### src/rtl/uart_pkg.sv
// Shared definitions for the UART transmit scheduler: frame state encoding,
// data width and the bit-period computation.
package uart_pkg;

    localparam int unsigned DataBits = 8;

    typedef enum logic [2:0] {
        IDLE,
        START,
        DATA,
        PARITY,
        STOP
    } state_t;

    // Clock cycles per serial bit; integer division, truncating.
    function automatic int unsigned bit_cycles(input int unsigned clock_frequency,
                                               input int unsigned baud_rate);
        return clock_frequency / baud_rate;
    endfunction

endpackage

### src/rtl/uart_baud_tick.sv
// Bit-period counter. Pulses tick on the last cycle of each bit period while
// enabled; restarts from zero on clear or reset.
module uart_baud_tick #(
    parameter int unsigned BitCycles = 104
) (
    input  logic clock,
    input  logic reset,
    input  logic clear,
    input  logic enable,
    output logic tick
);

    localparam int unsigned CntWidth = (BitCycles > 1) ? $clog2(BitCycles) : 1;
    localparam logic [CntWidth-1:0] LastCount = CntWidth'(BitCycles - 1);

    logic [CntWidth-1:0] count;

    // Count 0..BitCycles-1 and wrap at each bit boundary.
    always_ff @(posedge clock) begin
        if (reset || clear) begin
            count <= '0;
        end else if (enable) begin
            if (count == LastCount) begin
                count <= '0;
            end else begin
                count <= count + CntWidth'(1);
            end
        end
    end

    assign tick = enable && (count == LastCount);

endmodule

### src/rtl/uart_tx_scheduler.sv
// Round-robin scheduler sharing one 8N1 UART transmit line between several
// byte producers. Define UART_TX_PARITY_EN to insert an even parity bit
// between the data bits and the stop bit (11-bit frames instead of 10).
module uart_tx_scheduler
    import uart_pkg::*;
#(
    parameter int unsigned ClockFrequency = 1000000,
    parameter int unsigned BaudRate       = 9600,
    parameter int unsigned Requesters     = 2
) (
    input  logic                      clock,
    input  logic                      reset,
    input  logic [Requesters-1:0]     request,
    input  logic [8*Requesters-1:0]   data,
    output logic [Requesters-1:0]     grant,
    output logic                      busy,
    output logic                      tx
);

    localparam int unsigned BitCycles = bit_cycles(ClockFrequency, BaudRate);
    localparam int unsigned PtrWidth  = (Requesters > 1) ? $clog2(Requesters) : 1;
    localparam int unsigned SumWidth  = PtrWidth + 1;
    localparam logic [PtrWidth-1:0] LastReset  = PtrWidth'(Requesters - 1);
    localparam logic [2:0]          BitIdxLast = 3'(DataBits - 1);

    if (BitCycles < 1) begin : g_bad_baud
        $error("uart_tx_scheduler: ClockFrequency/BaudRate must be at least 1");
    end
    if (Requesters < 1 || Requesters > 8) begin : g_bad_requesters
        $error("uart_tx_scheduler: Requesters must be in 1..8");
    end

    state_t                state_q, state_d;
    logic [PtrWidth-1:0]   last;
    logic [PtrWidth-1:0]   winner;
    logic [PtrWidth-1:0]   cand;
    logic [SumWidth-1:0]   sum;
    logic [7:0]            win_byte;
    logic                  found;
    logic                  accept;
    logic                  tick;
    logic [DataBits-1:0]   shift_reg;
    logic [2:0]            bit_idx;
    logic [7:0]            bytes [Requesters];
`ifdef UART_TX_PARITY_EN
    logic                  parity_bit;
`endif

    for (genvar g = 0; g < Requesters; g++) begin : g_bytes
        assign bytes[g] = data[8*g +: 8];
    end

    // Round-robin search from last+1, wrapping; first pending request wins.
    always_comb begin
        found    = 1'b0;
        winner   = last;
        win_byte = '0;
        sum      = '0;
        cand     = '0;
        for (int i = 1; i <= int'(Requesters); i++) begin
            sum = {1'b0, last} + SumWidth'(i);
            if (sum >= SumWidth'(Requesters)) begin
                sum = sum - SumWidth'(Requesters);
            end
            cand = sum[PtrWidth-1:0];
            if (!found && request[cand]) begin
                found    = 1'b1;
                winner   = cand;
                win_byte = bytes[cand];
            end
        end
    end

    assign accept = (state_q == IDLE) && found;

    uart_baud_tick #(
        .BitCycles (BitCycles)
    ) u_baud_tick (
        .clock  (clock),
        .reset  (reset),
        .clear  (accept),
        .enable (state_q != IDLE),
        .tick   (tick)
    );

    // Frame state register.
    always_ff @(posedge clock) begin
        if (reset) begin
            state_q <= IDLE;
        end else begin
            state_q <= state_d;
        end
    end

    // Frame sequencing: each non-idle state lasts until the bit-period tick.
    always_comb begin
        state_d = state_q;
        case (state_q)
            IDLE:   if (found) state_d = START;
            START:  if (tick) state_d = DATA;
            DATA: begin
                if (tick && bit_idx == BitIdxLast) begin
`ifdef UART_TX_PARITY_EN
                    state_d = PARITY;
`else
                    state_d = STOP;
`endif
                end
            end
`ifdef UART_TX_PARITY_EN
            PARITY: if (tick) state_d = STOP;
`endif
            STOP:   if (tick) state_d = IDLE;
            default: state_d = IDLE;
        endcase
    end

    // Datapath: accept/latch, shift register, registered line and handshake.
    always_ff @(posedge clock) begin
        if (reset) begin
            tx         <= 1'b1;
            busy       <= 1'b0;
            grant      <= '0;
            shift_reg  <= '0;
            bit_idx    <= '0;
            last       <= LastReset;
`ifdef UART_TX_PARITY_EN
            parity_bit <= 1'b0;
`endif
        end else begin
            grant <= '0;
            case (state_q)
                IDLE: begin
                    if (found) begin
                        shift_reg  <= win_byte;
                        grant      <= Requesters'(1) << winner;
                        tx         <= 1'b0;
                        busy       <= 1'b1;
                        bit_idx    <= '0;
                        last       <= winner;
`ifdef UART_TX_PARITY_EN
                        parity_bit <= ^win_byte;
`endif
                    end
                end
                START: begin
                    if (tick) tx <= shift_reg[0];
                end
                DATA: begin
                    if (tick) begin
                        shift_reg <= shift_reg >> 1;
                        if (bit_idx == BitIdxLast) begin
                            bit_idx <= '0;
`ifdef UART_TX_PARITY_EN
                            tx <= parity_bit;
`else
                            tx <= 1'b1;
`endif
                        end else begin
                            bit_idx <= bit_idx + 3'd1;
                            // Next data bit is bit 1 before the shift lands.
                            tx      <= shift_reg[1];
                        end
                    end
                end
`ifdef UART_TX_PARITY_EN
                PARITY: begin
                    if (tick) tx <= 1'b1;
                end
`endif
                STOP: begin
                    if (tick) busy <= 1'b0;
                end
                default: begin
                    tx   <= 1'b1;
                    busy <= 1'b0;
                end
            endcase
        end
    end

endmodule

### config.mk
export PLATFORM = sky130hd
export DESIGN_NAME = uart_tx_scheduler
export DESIGN_NICKNAME = d
export VERILOG_FILES = /design/src/rtl/uart_pkg.sv /design/src/rtl/uart_baud_tick.sv /design/src/rtl/uart_tx_scheduler.sv
export SDC_FILE = /design/constraint.sdc
export NUM_CORES = 1
export LEC_CHECK = 0
export BUFFER_PORTS_ARGS = -buffer_cell sky130_fd_sc_hd__buf_2
export CAP_MARGIN = 20
export CORE_MARGIN = 2
export CORE_UTILIZATION = 55
export DETAILED_ROUTE_END_ITERATION = 10
export PLACE_DENSITY = 0.78
export SETUP_SLACK_MARGIN = 0.05
export SYNTH_ARGS = -nofsm -noshare
export SYNTH_HDL_FRONTEND = slang
export SYNTH_HIERARCHICAL = 1
export SYNTH_SLANG_ARGS = --single-unit
### constraint.sdc
create_clock -name clock -period 3.13 [get_ports clock]
set_input_delay 0.313 -clock clock [delete_from_list [all_inputs] [get_ports clock]]
set_output_delay 0.313 -clock clock [all_outputs]
set_load 0.005 [all_outputs]
==> flow_summary.json <==
{
  "run_status": "complete, no violations",
  "fp-row-count": 18,
  "yosys_warnings": 6,
  "r2r_end": "shift_reg[0]$_SDFFE_PP0P_",
  "min_delay_path_depth": 3,
  "post_synth.cell_area_avg_um2": 9.11,
  "vias_per_cell": 6.39,
  "min-delay-start": "data[13]",
  "timing_worst_slew_pin_value_ps": 662,
  "die_area_um2": 3010,
  "combinational_family_with_the_most_area_after_synthesis": "simple AND/OR/NAND/NOR gates",
  "route.vias.total": 1272,
  "final-setup-viol-count": 0,
  "antenna_violations_before_repair": 0,
  "post_synth_instance_area_um2": 1420,
  "ys_seq_elements": 26,
  "p_leak_nw": 0.594,
  "startpoint_class": "register",
  "ys.flop_type": "dfxtp_1",
  "maxSlewViolCount": 0,
  "cts_tree": "done",
  "max_cap_violations": 0,
  "ff2ff_setup_slack_ps": 460,
  "layout.cells.non_filler": 199,
  "synth-simple-area-share": 0.268,
  "met3_length_um": 86,
  "post_synth_arst_share": 0,
  "grt_util_all_layers": 0.223,
  "number_of_antenna_violating_nets_in_the_routed_design": 0,
  "synthMuxAreaShare": 0.0141,
  "peakVddDrop_mv": 0.284,
  "fin_nets": 193,
  "io-pin-count": 24,
  "design.core.area_um2": 2450,
  "crit_fanout": 14,
  "synth_adder_area_share": 0.0264,
  "number_of_synthesized_flops_with_an_enable_pin": 0,
  "fin_crit_ps": 2670,
  "gp_congestion": 0.774,
  "ys_types": 48,
  "syn-num-nets": 179,
  "end_kind": "register",
  "criticalPathCategory": "register to register",
  "p_per_area_nw_per_um2": 430,
  "clk_path_buf_depth": 2,
  "die_h_um": 54.8,
  "ctsRootBufferMaster": "clkbuf_4",
  "dr_drc_count": 0,
  "placedInstanceArea_um2": 1490,
  "postCtsSetupRepairBufs": 0,
  "cts.clk_slew.worst_paths_ps": 140,
  "unrepaired_setup_endpoints_after_global_routing": "false",
  "clkSinkCount": 26,
  "min-delay-path-class": "primary input to register",
  "timing.critical_path.required_ps": 3380,
  "drt-total-wl_mm": 2.93,
  "floorplan.initialDensity": 0.579,
  "n_antenna_cell": 0,
  "fp.dieW_um": 54.8,
  "crit-reg2reg-launch": "state_q[1]$_SDFFE_PP0P_",
  "totalPowerFinal_w": 0.000663,
  "cts_hold_repair.buffers": 0,
  "detail_route.iter0.violations": 34,
  "clock_tree.htree_level_count": 1,
  "clkLatencyLatePin_ps": 320,
  "timing.final.hold_violations": 0,
  "flow.area_growth_from_synthesis_pct": 8.63,
  "io_buffers": 23,
  "highest-signal-layer": "met4",
  "cp_data_arrival_time_ps": 2920,
  "post-place-cells": 195,
  "synth_xor_xnor_area_share": 0.0308,
  "numCtsBuffers": 3,
  "detailed_placement_hpwl_mm": 2.08,
  "drtPass1Iterations": 4,
  "finalCritPeriodShare": 0.852,
  "layout_cells_sized_above_1": 0.225,
  "post_cts.resized_instances": 0,
  "largest_reg_flops": 8,
  "worst_hold_path.endpoint": "shift_reg[5]$_SDFFE_PP0P_",
  "timing.setup.tns_ps": 0,
  "wire_length_of_the_first_global_routing_pass_mm": 4.87,
  "largest_net_degree_at_the_start_of_global_routing": 24,
  "gr-total-overflow": 0,
  "first_global_vias": 1137,
  "synthesis.instances": 156,
  "r2r_cells": 6,
  "detailroute.wirelength.met2_mm": 1.47,
  "sum_of_routed_wire_segments_on_met1_mm": 1.34,
  "synth_compound_area_frac": 0.225,
  "clock-skew-final_ps": 6.91,
  "maxClockFrequency_mhz": 375,
  "fin_area_um2": 1540,
  "postLayoutCoreUtil": 0.629,
  "timing.slew.headroom": 0.558,
  "sequential_share_of_the_synthesized_area": 0.366,
  "avgRoutedWirePerCell_um": 14.7
}
-- power breakdown --
part / switching (W) / total [W] / internal [W] / leakage (nW)
sequential: 0.00000909 / 0.000354 / 0.000345 / 0.212
clock: 0.0000980 / 0.000228 / 0.000129 / 0.0279
combinational: 0.0000452 / 0.0000817 / 0.0000365 / 0.354
-- metrics by stage --
step	setup WS [ps]	hold slack [ps]
global route	192	314
detailed placement	546	474
CTS	501	286
floorplan	981	390
global placement	647	460
finish	463	300
-- how the worst max path moves through the flow --
stage	startpoint	end	slack [ps]
after floorplan	state_q[2]$_SDFFE_PP0P_	shift_reg[2]$_SDFFE_PP0P_	980
after global placement	state_q[1]$_SDFFE_PP0P_	shift_reg[0]$_SDFFE_PP0P_	650
after detailed placement	state_q[1]$_SDFFE_PP0P_	shift_reg[0]$_SDFFE_PP0P_	550
after CTS	state_q[1]$_SDFFE_PP0P_	shift_reg[0]$_SDFFE_PP0P_	500
after global routing	state_q[0]$_SDFFE_PP0P_	shift_reg[6]$_SDFFE_PP0P_	190
final	state_q[1]$_SDFFE_PP0P_	shift_reg[0]$_SDFFE_PP0P_	460
-- Yosys cell counts, types with 2 or more instances --
cell      instances  area share
buf_2             6       0.021
inv_1             2      0.0053
or2b_1            2       0.011
or4_1             7       0.037
nand2b_1          7       0.031
nor3_2            2       0.014
xor2_1            4       0.025
o221ai_1          7       0.043
a21oi_1           6       0.021
ha_1              3       0.026
dfxtp_1          26        0.37
nand4_2           2       0.018
nand2_1           4       0.011
o31ai_1           3       0.016
nand4_1           4       0.018
o21a_1            2       0.011
nand3_1           2      0.0070
nor2_1           14       0.037
a211o_1           2       0.012
buf_6             3       0.024
o21bai_1          2       0.011
mux2i_1           2       0.014
nor2b_1           2      0.0088
or3_1             2      0.0088
nor3_1            7       0.025
clkbuf_1          4       0.011
a32oi_1           8       0.049
-- critical path, stage by stage (launching register included) --
cell      delay, ps
dfxtp_1         620
or3_1           440
nand4_2         200
nor4_1          420
nor2b_2         190
or4_2           630
o221ai_1         90
-- layer usage --
metal  vias to the layer above  track usage
li1                        623            -
met1                       617        0.276
met2                        26        0.391
met3                         6       0.0328
met4                         0       0.0750
met5                         -            0
-- final cells by class --
cell class / count / area (um^2)
sequential: 26 / 520
clock buffer: 3 / 22.5
multi-input combinational: 113 / 803
timing repair buffer: 24 / 123
clock inverter: 1 / 30.0
inverter: 2 / 7.51
fill: 214 / 911
tap: 30 / 37.5
-- logic make-up after synthesis --
kind of cell             Yosys count
AND/OR/NAND/NOR                   63
XOR/XNOR                           5
adder cells (fa/ha/maj)            3
buffers and inverters             17
multiplexers                       2
flip-flops                        26
AO/OA/AOI/OAI                     40
-- placed cells by master (no fill, tap or decap), drive strengths merged, types with 2 or more instances in the layout --
cell type	n
a32oi	8
or4	8
nand4	6
o21a	2
mux2i	2
a211o	2
a21boi	2
buf	24
xor2	4
o21bai	2
nand3	2
o31ai	3
nand2b	7
o221ai	7
dfxtp	26
or3	2
nor3	9
clkbuf	3
nor2	14
nor2b	3
ha	3
or2b	2
a21oi	7
inv	2
nand2	4
No activity file was read; power rests on OpenSTA's default activity.
